<file path="config.mk">
export PLATFORM = sky130hd
export DESIGN_NAME = fscmos_ctl
export DESIGN_NICKNAME = d
export VERILOG_FILES = /design/src/rtl/fscmos_ctl.sv
export SDC_FILE = /design/constraint.sdc
export NUM_CORES = 1
export LEC_CHECK = 0
export BUFFER_PORTS_ARGS = -buffer_cell sky130_fd_sc_hd__clkbuf_2
export CAP_MARGIN = 10
export CORE_ASPECT_RATIO = 1.4
export CORE_UTILIZATION = 40
export CTS_BUF_LIST = sky130_fd_sc_hd__clkbuf_8
export DETAILED_ROUTE_END_ITERATION = 8
export PLACE_DENSITY = 0.69
export SETUP_SLACK_MARGIN = 0.05
export SYNTH_ARGS = -nofsm -noshare
export SYNTH_HDL_FRONTEND = slang
export SYNTH_SLANG_ARGS = --single-unit
</file>
<file path="constraint.sdc">
create_clock -name cmos_pclk -period 5.9 [get_ports cmos_pclk]
set_input_delay 0.295 -clock cmos_pclk [delete_from_list [all_inputs] [get_ports cmos_pclk]]
set_output_delay 0.295 -clock cmos_pclk [all_outputs]
set_load 0.02 [all_outputs]
</file>
<file path="src/rtl/fscmos_ctl.sv">
// Frame-synchronous CMOS sensor capture controller: gates the pixel stream to whole frames and checks frame size.
// Latency: vid_active_video / vid_data / vid_sof are registered, 1 cycle behind cmos_href / cmos_data.
// Backpressure: none; the sensor cannot be stalled, so the downstream sink must accept every active pixel.
// Optional: define FSCMOS_CTL_FRMCNT_EN to add the 16-bit completed-frame counter output frm_cnt.
module fscmos_ctl #(
  parameter int C_DATA_WIDTH = 8,
  parameter int C_IMG_WBITS  = 12,
  parameter int C_IMG_HBITS  = 12
) (
  input  logic                    cmos_pclk,
  input  logic                    cmos_rst,
  input  logic                    cmos_vsync,
  input  logic                    cmos_href,
  input  logic [C_DATA_WIDTH-1:0] cmos_data,
  input  logic                    cap_start,
  input  logic                    cap_stop,
  input  logic                    cap_continuous,
  input  logic [C_IMG_WBITS-1:0]  cfg_width,
  input  logic [C_IMG_HBITS-1:0]  cfg_height,
  output logic                    vid_active_video,
  output logic [C_DATA_WIDTH-1:0] vid_data,
  output logic                    vid_sof,
  output logic                    cap_busy,
  output logic                    cap_done,
  output logic                    cap_err
`ifdef FSCMOS_CTL_FRMCNT_EN
  ,
  output logic [15:0]             frm_cnt
`endif
);

  typedef enum logic [1:0] {
    S_IDLE    = 2'd0,
    S_WAIT_VS = 2'd1,
    S_CAPTURE = 2'd2,
    S_DONE    = 2'd3
  } state_t;

  state_t                 r_state;
  logic                   r_cont_q;
  logic                   r_vsync_d;
  logic                   r_href_d;
  logic                   r_sof_pend;
  logic [C_IMG_WBITS-1:0] r_px_cnt;
  logic [C_IMG_HBITS-1:0] r_line_cnt;

  logic                   w_frame_start;
  logic                   w_frame_end;
  logic                   w_line_end;
  logic                   w_in_cap;
  logic                   w_pix_act;
  logic                   w_line_end_cap;
  logic                   w_frame_end_cap;
  logic [C_IMG_HBITS-1:0] w_line_cnt_nxt;
  logic                   w_err_line;
  logic                   w_err_frame;

  // Edges are taken against the previous-cycle copy of the sync inputs.
  assign w_frame_start = r_vsync_d & ~cmos_vsync;
  assign w_frame_end   = ~r_vsync_d & cmos_vsync;
  assign w_line_end    = r_href_d & ~cmos_href;

  assign w_in_cap        = (r_state == S_CAPTURE);
  assign w_pix_act       = cmos_href & ~cmos_vsync & w_in_cap;
  assign w_line_end_cap  = w_line_end & w_in_cap;
  assign w_frame_end_cap = w_frame_end & w_in_cap;

  // A line ending in the same cycle as the frame is counted before the height check.
  assign w_line_cnt_nxt = (w_line_end_cap && (r_line_cnt != '1)) ? r_line_cnt + 1'b1 : r_line_cnt;
  assign w_err_line     = w_line_end_cap & (r_px_cnt != cfg_width);
  assign w_err_frame    = w_frame_end_cap & (w_line_cnt_nxt != cfg_height);

  // Delay the sensor sync lines by one cycle for edge detection.
  always_ff @(posedge cmos_pclk or posedge cmos_rst) begin
    if (cmos_rst) begin
      r_vsync_d <= 1'b0;
      r_href_d  <= 1'b0;
    end else begin
      r_vsync_d <= cmos_vsync;
      r_href_d  <= cmos_href;
    end
  end

  // Capture sequencer with registered busy/done/error outputs.
  always_ff @(posedge cmos_pclk or posedge cmos_rst) begin
    if (cmos_rst) begin
      r_state  <= S_IDLE;
      r_cont_q <= 1'b0;
      cap_busy <= 1'b0;
      cap_done <= 1'b0;
      cap_err  <= 1'b0;
    end else begin
      cap_done <= 1'b0;
      if (w_err_line || w_err_frame) begin
        cap_err <= 1'b1;
      end
      case (r_state)
        S_IDLE: begin
          // Stop beats a simultaneous start.
          if (cap_start && !cap_stop) begin
            r_state  <= S_WAIT_VS;
            r_cont_q <= cap_continuous;
            cap_err  <= 1'b0;
            cap_busy <= 1'b1;
          end
        end
        S_WAIT_VS: begin
          if (cap_stop) begin
            r_state  <= S_IDLE;
            cap_busy <= 1'b0;
          end else if (w_frame_start) begin
            r_state <= S_CAPTURE;
          end
        end
        S_CAPTURE: begin
          // A stop here only cancels continuous mode; the frame in flight completes.
          if (cap_stop) begin
            r_cont_q <= 1'b0;
          end
          if (w_frame_end) begin
            r_state  <= S_DONE;
            cap_done <= 1'b1;
          end
        end
        S_DONE: begin
          if (r_cont_q && !cap_stop) begin
            r_state <= S_WAIT_VS;
          end else begin
            r_state  <= S_IDLE;
            cap_busy <= 1'b0;
          end
        end
        default: begin
          r_state  <= S_IDLE;
          cap_busy <= 1'b0;
        end
      endcase
    end
  end

  // Registered video stream; data always follows the sensor, valid only while capturing.
  always_ff @(posedge cmos_pclk or posedge cmos_rst) begin
    if (cmos_rst) begin
      vid_active_video <= 1'b0;
      vid_data         <= '0;
      vid_sof          <= 1'b0;
      r_sof_pend       <= 1'b0;
    end else begin
      vid_active_video <= w_pix_act;
      vid_data         <= cmos_data;
      vid_sof          <= w_pix_act & r_sof_pend;
      // Re-armed whenever not capturing, consumed by the first active pixel of the frame.
      if (!w_in_cap) begin
        r_sof_pend <= 1'b1;
      end else if (w_pix_act) begin
        r_sof_pend <= 1'b0;
      end
    end
  end

  // Pixel and line counters feeding the frame-size checks.
  always_ff @(posedge cmos_pclk or posedge cmos_rst) begin
    if (cmos_rst) begin
      r_px_cnt   <= '0;
      r_line_cnt <= '0;
    end else begin
      if (w_frame_start || w_line_end) begin
        r_px_cnt <= '0;
      end else if (w_pix_act && (r_px_cnt != '1)) begin
        r_px_cnt <= r_px_cnt + 1'b1;
      end
      if (w_frame_start) begin
        r_line_cnt <= '0;
      end else begin
        r_line_cnt <= w_line_cnt_nxt;
      end
    end
  end

`ifdef FSCMOS_CTL_FRMCNT_EN
  // Completed-frame counter, wraps at 16 bits; visible the cycle after cap_done.
  always_ff @(posedge cmos_pclk or posedge cmos_rst) begin
    if (cmos_rst) begin
      frm_cnt <= 16'd0;
    end else if (cap_done) begin
      frm_cnt <= frm_cnt + 16'd1;
    end
  end
`endif

endmodule
</file>
* Word-level counts from Yosys, hierarchy flattened
Cells that the tools add are included.
** Storage, ports and cells
- Bits in registers :: 43
- Input port bits :: 39
- Output and inout port bits :: 13
- Word-level logic and storage cells :: 79
** Operators by class
- Add/subtract/negate cells :: 2
- Eq/ne operators :: 14
- Multiplexer cells :: 23
- Bitwise logic cells :: 13
- Reduce and logical (&&, ||, !) cells :: 14
** Operators with widths (number)
- 12-bit two-way mux :: 4
- 12-bit by 1-bit adder with 12-bit output, second input constant :: 2
- 12-bit inequality test :: 2
- 12-bit inequality test, second input constant :: 2
- 1-bit two-way mux :: 12
- 1-bit bitwise AND :: 10
- 2-bit inequality test, second input constant :: 5
- 2-bit two-way mux :: 4
- 2-bit case mux with 4 select lines :: 1
- 3-bit AND reduction :: 2
- 2-bit equality test, second input constant :: 2
- 1-bit logical AND :: 4
- 4-bit AND reduction :: 1
- 2-bit nonzero test :: 2
- 3-bit inequality test, second input constant :: 1
- 1-bit inverter :: 3
- 1-bit case mux with 3 select lines :: 1
- 3-bit nonzero test :: 1
- 2-bit by 1-bit equality test with 1-bit output, second input constant :: 1
- 2-bit logical NOT :: 1
- 1-bit logical OR :: 2
- 2-bit by 1-bit inequality test with 1-bit output, second input constant :: 1
- 1-bit case mux with 2 select lines :: 1
- 1-bit logical NOT :: 1

* Longest topological paths before layout
Gate-level depths: netlist (run 1).
- Depth in word-level cells :: 11
- Gate-level depth with buffers :: 9
- Depth with buffers taken out :: 7

* Worst setup path before layout (run 1)
OpenSTA, ideal clock, no wires.
- Kind :: reg2reg
- Start :: register r_line_cnt[0]
- End :: register cap_err
- Library setup time :: 0.131 ns
- Data arrival time :: 1.948 ns
- Required time :: 5.769 ns
- Path slack :: 3.821 ns
- Cell stages (with the launch flop) :: 9
- Path buffers :: 1
- Clock period less this slack :: 2.079 ns
- Path through :: dfrtp_1 > ha_1 > and3_1 > buf_2 > a311o_1 > o21ai_1 > o2111ai_1 > nor4_1 > a21oi_2
** Between the ends
- Word-level cells in the longest chain between the ends :: 9
- Elaborated cells between the ends (all ways) :: 10
- Classes of those cells :: add/sub (1); eq/ne (2); mux (4); bitwise (1); reduce/logical (2)
** RTL lines
- start, declared :: line 45 : logic [C_IMG_HBITS-1:0] r_line_cnt;
- start signal, assigned :: line 175 : r_line_cnt <= w_line_cnt_nxt;
- parallel branches: the longest is 2 deep, another holds 12-bit by 1-bit adder with 12-bit output
- 12-bit two-way mux * :: line 69 : assign w_line_cnt_nxt = (w_line_end_cap && (r_line_cnt != '1)) ? r_line_cnt + 1'b1 : r_line_cnt;
- 12-bit inequality test * :: line 71 : assign w_err_frame = w_frame_end_cap & (w_line_cnt_nxt != cfg_height);
- 1-bit bitwise AND * :: line 71
- 1-bit logical OR * :: line 94 : if (w_err_line || w_err_frame) begin
- 1-bit two-way mux * :: line 94
- 1-bit two-way mux :: line 100 : if (cap_start && !cap_stop) begin
- 1-bit two-way mux * :: line 97 : case (r_state)
- end signal, assigned :: line 91 : cap_err <= 1'b0;
- end signal, assigned :: line 95 : cap_err <= 1'b1;
- end signal, assigned :: line 103 : cap_err <= 1'b0;
- end, declared :: line 25 : output logic cap_err
Mark *: on every way between the ends.
A chain may end at the register's enable or synchronous reset.

* Final worst setup path (run 1)
- Start :: register r_state[0]
- End :: register cap_err
** Between the ends
- Word-level cells in the longest chain between the ends :: 10
- Elaborated cells between the ends (all ways) :: 13
- Classes of those cells :: eq/ne (2); mux (4); bitwise (4); reduce/logical (3)
** RTL lines
- start, declared :: line 39 : state_t r_state;
- start signal, assigned :: line 87 : r_state <= S_IDLE;
- start signal, assigned :: line 101 : r_state <= S_WAIT_VS;
- start signal, assigned :: line 109 : r_state <= S_IDLE;
- 2-bit equality test :: line 63 : assign w_in_cap = (r_state == S_CAPTURE);
- 1-bit bitwise AND :: line 65 : assign w_line_end_cap = w_line_end & w_in_cap;
- 1-bit logical AND :: line 69
- 12-bit two-way mux :: line 69
- 12-bit inequality test :: line 71
- 1-bit bitwise AND :: line 71
- 1-bit logical OR :: line 94
- 1-bit two-way mux :: line 94
- 1-bit two-way mux :: line 100
- 1-bit two-way mux * :: line 97
Mark *: on every way between the ends. The rest lies on a longest branch, timed or not.

==> flow_summary_export.csv, run 1 <==
group,metric,value,unit
cts,cts_resized,0,
yosys,synth_top_area_share,40.7,%
route,drc,6,
cts,clk_path_buf_depth,2,
global_routing,use_met1,21.1,%
power,power.total,641,uW
final_layout,fin_util,47.1,%
sta,finalCritPeriodShare,46.2,%
setup_path,path_class,"reg2reg",
global_routing,use_met3,2.58,%
route,postRouteAntennaNets,0,
placed_design,place_area,2880,um^2
sta,setup_viol_count_final,0,
sta,tightest_slew,1.05,ns
floorplanning,dieArea,6940,um^2
sta,drv_slew,0,
sta,hold_viol,0,
placed_design,io_buffers,51,
worst_hold_path,hold_class,"in2async",
floorplanning,core,6300,um^2
yosys,yosysWarnings,0,
floorplanning,start_util,42.0,%
cts,ctsHoldBuffers,0,
sta,period_minus_slack,2.73,ns
setup_path,worstPathArrival,2.90,ns
power,peakVddDrop,89.3,uV
global_routing,use_met2,31.4,%
yosys,ys_types,64,
setup_path,critPathSlowestCell,"a31oi_1",
cts,cts_sinks,43,
cts,cts_setup_buffers,0,
final_layout,final_nets,362,
final_layout,finalInstanceArea,2970,um^2
sta,clock.fmax,0.367,GHz
placed_design,place.gp.congestion,0.902,
final_layout,largest_registers,"r_line_cnt x12, r_px_cnt x12, vid_data x8",
global_routing,grt_pass1_vias,2240,
setup_path,endpoint_kind,"register",
yosys,synthCells,277,
route,viasPerCell,5.64,
yosys,synth-seq-area-share,40.7,%
setup_path,required,6.07,ns
floorplanning,die_w,70.7,um
yosys,synth_seq_cells,43,
power,leakagePower,0.00127,uW
cts,path_clk_slew,0.08,ns
route,wl_per_cell,14.9,um
flow_run,max_cap_violations,0,
yosys,postSynthNetCount,318,
global_routing,gr-max-usage-layer,"met2",
setup_path,cp-start-kind,"register",
global_routing,grt_pass1_wl,9.91,mm
final_layout,syn2layout_area_growth,12.2,%
status,outcome,"finished, violations left",
yosys,synth_area,2640,um^2
cts,cts_root_buffer,"clkbuf_8",
global_routing,antenna_found_initial,0,
route,drtIter0Drc,201,
sta,clock_skew,0.00758,ns
final_layout,drive_gt1_share,23.0,%
route,num_vias,2223,
floorplanning,die_y,98.2,um
global_routing,grt_max_degree,44,
floorplanning,rows,34,
yosys,synth_top_cell_by_area,"dfrtp_1",
sta,slew_headroom,29.8,%
cts,cts_tree,"built",
yosys,synthFlopType,"dfrtp_1",
final_layout,diodes,0,
floorplanning,io_pins,52,
cts,clkLatencyLatePin,0.29,ns
cts,cts_made_buffers,5,
cts,h-tree-depth,2,
placed_design,dp_hpwl,4.37,mm
setup_path,critPathMaxStageDelay,0.88,ns
route,drtPass1Iterations,6,
yosys,synth_edf_count,0,
global_routing,globalRouteTotalUtil,17.8,%
yosys,async_flop_share,100,%
route,drt-total-wl,5.88,mm
global_routing,overflow,0,
setup_path,crit_fanout,13,
yosys,synthTopCellsByArea,"dfrtp_1 (41%), xnor2_1 (7.3%), xor2_1 (5.3%), nor2_1 (4.4%), nand4_1 (3.8%)",
sta,finalSetupTns,0,ns
yosys,synth.avg_cell_area,9.54,um^2
sta,rsz0062_at_grt,"no",
status,violations,"DRC",
setup_path,crit_chain,"nand4bb_1 > a31oi_1 > a31o_2 > o211ai_1 > nor4_2 > a21oi_2",
power,p_per_area,216,nW/um^2
==> metrics by stage <==
stage                     hold WS (ns)  instances  setup WS (ns)
after floorplan                  0.326        277           3.82
after global placement           0.403        386           3.23
after detailed placement         0.405        386           3.19
after CTS                       0.0887        394           3.19
after global routing            0.0875        394           2.85
final                           0.0970        394           3.17
==> path summary, 6_finish.rpt <==
check	startpoint	end	slack, ns	depth (start not counted)
worst max-delay path	r_state[0]	cap_err	3.17	6
worst max register to register	r_state[0]	cap_err	3.17	6
min in group cmos_pclk	cmos_data[0]	vid_data[0]	0.10	1
worst min-delay path	cmos_rst	vid_data[0]	0.1	3
worst min register to register	r_sof_pend	r_sof_pend	0.49	1
max in group asynchronous	cmos_rst	vid_data[7]	5.41	3
==> synthesized netlist by cell type (all sizes together) (2+ instances only) <==
library cell	count
dfrtp	43
nor2	31
xnor2	22
a21oi	17
nand4	16
xor2	16
nand2	14
buf	13
o21ai	11
inv	8
nand3	8
and2	6
and3	6
nor3	6
and4	5
nand2b	4
nor2b	4
clkbuf	3
nor4	3
a211o	2
a31oi	2
a32oi	2
and4bb	2
ha	2
o2111ai	2
o211ai	2
o22ai	2
or4	2
==> routing by layer <==
layer,vias to the layer above,wire [um]
li1,1087,-
met1,1078,2490
met2,50,3070
met3,8,216
met4,0,108
met5,-,0
==> power by group <==
part,switching [uW],internal [uW]
logic,69.4,51.3
registers,26.4,316
clock network,98.1,79.7
total,194,447
==> area by class of cell <==
cell class / count / area, um^2
sequential: 43 / 1080
inverter: 8 / 30.0
multi-input combinational: 210 / 1420
tap: 72 / 90.1
clock inverter: 3 / 12.5
fill: 629 / 3330
clock buffer: 5 / 68.8
timing repair buffer: 53 / 270
==> critical path: cells and delay by family, from the launching register on <==
kind,cells,cell delay [ns]
flops,1,0.50
compound gates,4,1.35
simple gates,2,0.76
==> cell usage in the layout (no fill, tap or decap), drive strengths merged, types with 2 or more instances in the layout <==
cell      n
a32oi     2
nor2b     4
or4       2
ha        2
and3      6
and2      6
nand2    14
a211o     2
dfrtp    43
o22ai     2
a31oi     2
o21ai    11
xor2     16
clkinv    2
and4      5
nor3      6
xnor2    22
a21oi    17
nand3     8
nand4    16
o211ai    2
nor4      3
o2111ai   2
and4bb    2
buf       2
nor2     31
inv       9
clkbuf   56
nand2b    4
==> kinds of logic (layout without fill, tap and decap cells) <==
group,after synthesis,after routing,share of synthesized area [%]
xor gates and xnor gates,38,38,12.6
buffers and inverters,24,69,5.68
AOI/OAI and AO/OA,55,55,14.7
and+or+nand+nor,114,114,25.0
DFF,43,43,40.7
muxes,1,1,0.379
adders and majority gates,2,2,0.946
No activity file was read; power rests on OpenSTA's default activity.
==> inputs of run 2 (changes only) <==
==> constraint.sdc (replaced) <==
create_clock -name cmos_pclk -period 2.6 [get_ports cmos_pclk]
set_input_delay 0.13 -clock cmos_pclk [delete_from_list [all_inputs] [get_ports cmos_pclk]]
set_output_delay 0.13 -clock cmos_pclk [all_outputs]
set_load 0.02 [all_outputs]
==> flow_summary_export.csv, run 2 (synthesis results as in run 1) <==
group,metric,value,unit
final_layout,fillers,608,
sta,clock_skew,0.00956,ns
status,outcome,"finished, violations left",
placed_design,dp_hpwl,4.82,mm
setup_path,cp.buffers_inverters,1,
floorplanning,core,6300,um^2
final_layout,mostFrequentLayoutCell,"clkbuf_2",
sta,setup_viol_count_final,0,
power,p_per_area,507,nW/um^2
floorplanning,rows,34,
setup_path,worstPathArrival,2.46,ns
power,seq_power_share,49.2,%
cts,cts_root_buffer,"clkbuf_8",
power,pwr-share-clk,32.2,%
placed_design,place.gp.congestion,0.947,
sta,hold_viol,0,
sta,drv_slew,0,
setup_path,cpLargestDelayFamily,"compound AO/OA/AOI/OAI gates",
cts,h-tree-depth,2,
cts,cts_made_buffers,5,
setup_path,required,2.77,ns
route,drt-total-wl,6.35,mm
route,drtPass1Iterations,8,
power,pwr-share-comb,18.7,%
worst_hold_path,hold_class,"in2reg",
setup_path,endpoint_kind,"register",
final_layout,largest_registers,"r_line_cnt x12, r_px_cnt x12, vid_data x8",
final_layout,drive_gt1_share,23.6,%
flow_run,max_cap_violations,0,
cts,path_clk_slew,0.09,ns
setup_path,path_class,"reg2reg",
final_layout,syn2layout_area_growth,17.8,%
final_layout,multi_input_area,1420,um^2
power,intPower,1120,uW
global_routing,grt_pass1_wl,10.9,mm
final_layout,diodes,0,
cts,clkLatencyLatePin,0.30,ns
final_layout,final_cell_mix,"clkbuf_2 (51), dfrtp_1 (43), nor2_1 (31)",
route,postRouteAntennaNets,0,
cts,clk_path_buf_depth,2,
final_layout,final_nets,376,
route,viasPerCell,5.64,
sta,rsz0062_at_grt,"no",
global_routing,grt_max_degree,27,
sta,finalCritPeriodShare,88.1,%
setup_path,cp-start-kind,"register",
global_routing,globalRouteTotalUtil,20.0,%
floorplanning,dieArea,6940,um^2
route,num_vias,2297,
sta,clock.fmax,0.436,GHz
placed_design,io_buffers,51,
power,switchingPower,456,uW
route,drtIter0Drc,142,
sta,finalSetupTns,0,ns
floorplanning,die_y,98.2,um
cts,cts_sinks,43,
sta,period_minus_slack,2.29,ns
floorplanning,io_pins,52,
final_layout,seqCellArea,1080,um^2
sta,tightest_slew,0.960,ns
placed_design,dp_worst_setup_slack,0.346,ns
power,sw_frac_of_total,28.9,%
global_routing,antenna_found_initial,0,
setup_path,crit_fanout,13,
sta,slew_headroom,35.6,%
global_routing,overflow,0,
setup_path,critPathMaxStageDelay,0.50,ns
setup_path,crit_chain,"nand4bb_1 > buf_4 > nor2_1 > o21ai_0 > a2111o_1 > nor4_2 > a21oi_2",
setup_path,critPathSlowestCell,"dfrtp_1",
status,violations,"DRC",
sta,setup_slack,0.309,ns
power,power.total,1580,uW
route,wl_per_cell,15.6,um
global_routing,grt_pass1_vias,2375,
cts,cts_tree,"built",
power,peakVddDrop,334,uV
floorplanning,die_w,70.7,um
power,leakagePower,0.00134,uW
cts,cts_resized,0,
floorplanning,start_util,42.0,%
route,drc,6,
-- run 2: cell types whose count changed in the layout (fill, tap and decap cells not counted), sizes merged --
cell	before	now
bufinv	0	1
clkinv	2	1
inv	9	8
dlygate4sd3	0	9
buf	2	7
-- run 2: power groups by stage --
stage / registers (uW) / clock network [uW] / logic (uW)
final: 776 / 508 / 295
after global routing: 788 / 552 / 326
after CTS: 776 / 529 / 296
after detailed placement: 789 / 0 / 285
after global placement: 787 / 0 / 283
after floorplan: 784 / 0 / 193
-- run 2: layer usage --
metal | up-vias | global-route usage [%] | part of all wire, %
met4 | 0 | 12.6 | 4.6
met3 | 25 | 3.82 | 4.2
met2 | 69 | 35.3 | 52
met5 | - | 0 | 0
li1 | 1109 | - | -
met1 | 1094 | 21.7 | 39
-- run 2: cell type report --
type	instances	share of cell area, %
Clock inverter	2	1.08
Timing Repair Buffer	67	12.8
Sequential cell	43	34.6
Inverter	8	0.964
Tap cell	72	2.89
Multi-Input combinational cell	210	45.5
Clock buffer	5	2.21
-- run 2: per-stage QoR --
| step | utilization, % | cell area (um^2) | hold slack (ns) | cells |
|---|---|---|---|---|
| 2_1_floorplan | - | 2640 | 0.161 | 277 |
| 6_report | 49.5 | 3110 | 0.00905 | 407 |
| 3_5_place_dp | 46.4 | 2920 | 0.240 | 391 |
| 5_1_grt | 49.5 | 3110 | 0.0141 | 407 |
| 3_3_place_gp | 46.4 | 2920 | 0.238 | 391 |
| 4_1_cts | 49.5 | 3110 | 0.00349 | 407 |
-- run 2: repair_timing --
item,4_1_cts,5_1_grt
hold endpoints to repair,33,0
buffers inserted,0,0
hold buffers,9,0
-- run 2: worst paths after layout --
path / endpoint / startpoint / slack [ns] / depth (start not counted)
max: cap_err / r_state[0] / 0.31 / 7
min: r_vsync_d / cmos_vsync / 0.009 / 1
max reg2reg: cap_err / r_state[0] / 0.31 / 7
min reg2reg: r_sof_pend / r_sof_pend / 0.48 / 1
max in group asynchronous: r_line_cnt[7] / cmos_rst / 1.43 / 4
min in group asynchronous: cap_err / cmos_rst / 0.47 / 3
==> inputs of run 3 (changes only) <==
--- a/config.mk
+++ b/config.mk
@@ -12,6 +12,7 @@
 export CTS_BUF_LIST = sky130_fd_sc_hd__clkbuf_8
 export DETAILED_ROUTE_END_ITERATION = 8
 export PLACE_DENSITY = 0.69
+export RECOVER_POWER = 100
 export SETUP_SLACK_MARGIN = 0.05
 export SYNTH_ARGS = -nofsm -noshare
 export SYNTH_HDL_FRONTEND = slang
==> flow_summary_export.csv, run 3 (synthesis results as in run 1) <==
group,metric,value,unit
status,outcome,"finished, violations left",
status,violations,"DRC",
sta,clock.fmax,0.428,GHz
setup_path,path_class,"reg2reg",
setup_path,crit_fanout,8,
worst_hold_path,worstHoldStart,"cmos_vsync",
setup_path,required,2.77,ns
power,switchingPower,454,uW
setup_path,crit_chain,"ha_1 > nand3_1 > nor2_1 > o21ai_0 > a2111o_1 > nor4_2 > a21oi_2",
final_layout,final_cell_mix,"dfrtp_1 (43), clkbuf_2 (36), nor2_1 (31)",
sta,setup_viol_count_final,0,
setup_path,cp.buffers_inverters,0,
route,wl_per_cell,15.6,um
setup_path,ff2ff_setup_slack,0.26,ns
cts,cts_made_buffers,5,
setup_path,cpLargestDelayFamily,"compound AO/OA/AOI/OAI gates",
floorplanning,start_util,42.0,%
floorplanning,core,6300,um^2
cts,path_clk_slew,0.09,ns
route,drt-total-wl,6.33,mm
sta,finalCritPeriodShare,89.9,%
floorplanning,die_y,98.2,um
power,intPower,1110,uW
power,sw_frac_of_total,28.9,%
final_layout,final_nets,376,
final_layout,drive_gt1_share,17.0,%
setup_path,worstPathArrival,2.51,ns
global_routing,overflow,0,
sta,clock_skew,0.00937,ns
power,leakagePower,0.00128,uW
route,drtIter0Drc,152,
placed_design,io_buffers,51,
cts,clkLatencyLatePin,0.30,ns
floorplanning,dieArea,6940,um^2
setup_path,cp-start-kind,"register",
sta,slew_headroom,35.7,%
setup_path,r2r_cells,7,
worst_hold_path,hold_end,"r_vsync_d",
power,p_per_area,510,nW/um^2
setup_path,critPathSlowestCell,"a2111o_1",
global_routing,grt_pass1_vias,2375,
final_layout,fin_util,48.8,%
worst_hold_path,hold_class,"in2reg",
floorplanning,rows,34,
cts,cts_sinks,43,
setup_path,endpoint_kind,"register",
route,postRouteAntennaNets,0,
sta,tightest_slew,0.959,ns
power,pwr-share-clk,32.3,%
global_routing,grt_max_degree,27,
power,peakVddDrop,323,uV
floorplanning,io_pins,52,
cts,h-tree-depth,2,
global_routing,globalRouteTotalUtil,20.0,%
setup_path,r2r-end,"cap_err",
global_routing,antenna_found_initial,0,
sta,rsz0062_at_grt,"no",
flow_run,max_cap_violations,0,
final_layout,diodes,0,
floorplanning,die_w,70.7,um
sta,hold_viol,0,
route,num_vias,2283,
route,drtPass1Iterations,6,
setup_path,crit_path_start,"r_line_cnt[0]",
setup_path,reg2reg_from,"r_line_cnt[0]",
power,seq_power_share,49.5,%
cts,clk_path_buf_depth,2,
final_layout,largest_registers,"r_line_cnt x12, r_px_cnt x12, vid_data x8",
placed_design,dp_hpwl,4.82,mm
cts,cts_tree,"built",
route,viasPerCell,5.61,
sta,finalSetupTns,0,ns
power,pwr-share-comb,18.2,%
final_layout,mostFrequentLayoutCell,"dfrtp_1",
route,drc,6,
global_routing,grt_pass1_wl,10.9,mm
worst_hold_path,hold_depth,1,
sta,drv_slew,0,
final_layout,syn2layout_area_growth,16.2,%
cts,cts_root_buffer,"clkbuf_8",
placed_design,place.gp.congestion,0.947,
sta,period_minus_slack,2.34,ns
setup_path,critPathMaxStageDelay,0.47,ns
## run 3: cell count changes in the layout (fill, tap and decap cells not counted), sizes merged
cell	delta
buf	-4
clkbuf	+4
## run 3: power by group through the flow
stage | combinational [uW] | clock, uW | sequential [uW]
detailed placement | 285 | 0 | 789
global route | 317 | 552 | 788
floorplan | 193 | 0 | 784
global placement | 283 | 0 | 787
finish | 285 | 507 | 776
CTS | 296 | 529 | 776
## run 3: worst max-delay path by stage
stage | to | slack [ns] | depth (start not counted)
floorplan | cap_err | 0.52 | 8
detailed placement | cap_err | 0.35 | 7
global route | cap_err | 0.07 | 7
global placement | cap_err | 0.40 | 7
CTS | cap_err | 0.34 | 7
finish | cap_err | 0.26 | 7
## run 3: timing repair
action,4_1_cts,5_1_grt
setup buffers,0,0
resized for setup,0,0
hold buffers,9,0
endpoints found under the hold margin,33,0
## run 3: metrics by stage
stage / area, um^2 / setup WS [ns] / hold slack [ns] / power (uW) / instances
detailed placement: 2920 / 0.346 / 0.240 / 1070 / 391
floorplan: 2640 / 0.521 / 0.161 / 976 / 277
CTS: 3110 / 0.344 / 0.00349 / 1600 / 407
global route: 3070 / 0.0659 / 0.0412 / 1660 / 407
finish: 3070 / 0.264 / 0.0328 / 1570 / 407
global placement: 2920 / 0.400 / 0.238 / 1070 / 391
## run 3: layout make-up
| class | count | area [um^2] |
|---|---|---|
| flip-flops and latches | 43 | 1080 |
| inverters | 8 | 30.0 |
| repair buffers | 67 | 364 |
| clock buffers | 5 | 68.8 |
| well taps | 72 | 90.1 |
| clock inverters | 2 | 33.8 |
| multi-input cells | 210 | 1410 |
| fillers | 623 | 3220 |
## run 3: routing by layer
| layer | vias to the layer above | wire, um | GRT usage (%) |
|---|---|---|---|
| li1 | 1113 | - | - |
| met1 | 1083 | 2450 | 21.7 |
| met2 | 64 | 3320 | 35.3 |
| met3 | 23 | 286 | 3.82 |
| met4 | 0 | 282 | 12.6 |
| met5 | - | 0 | 0 |
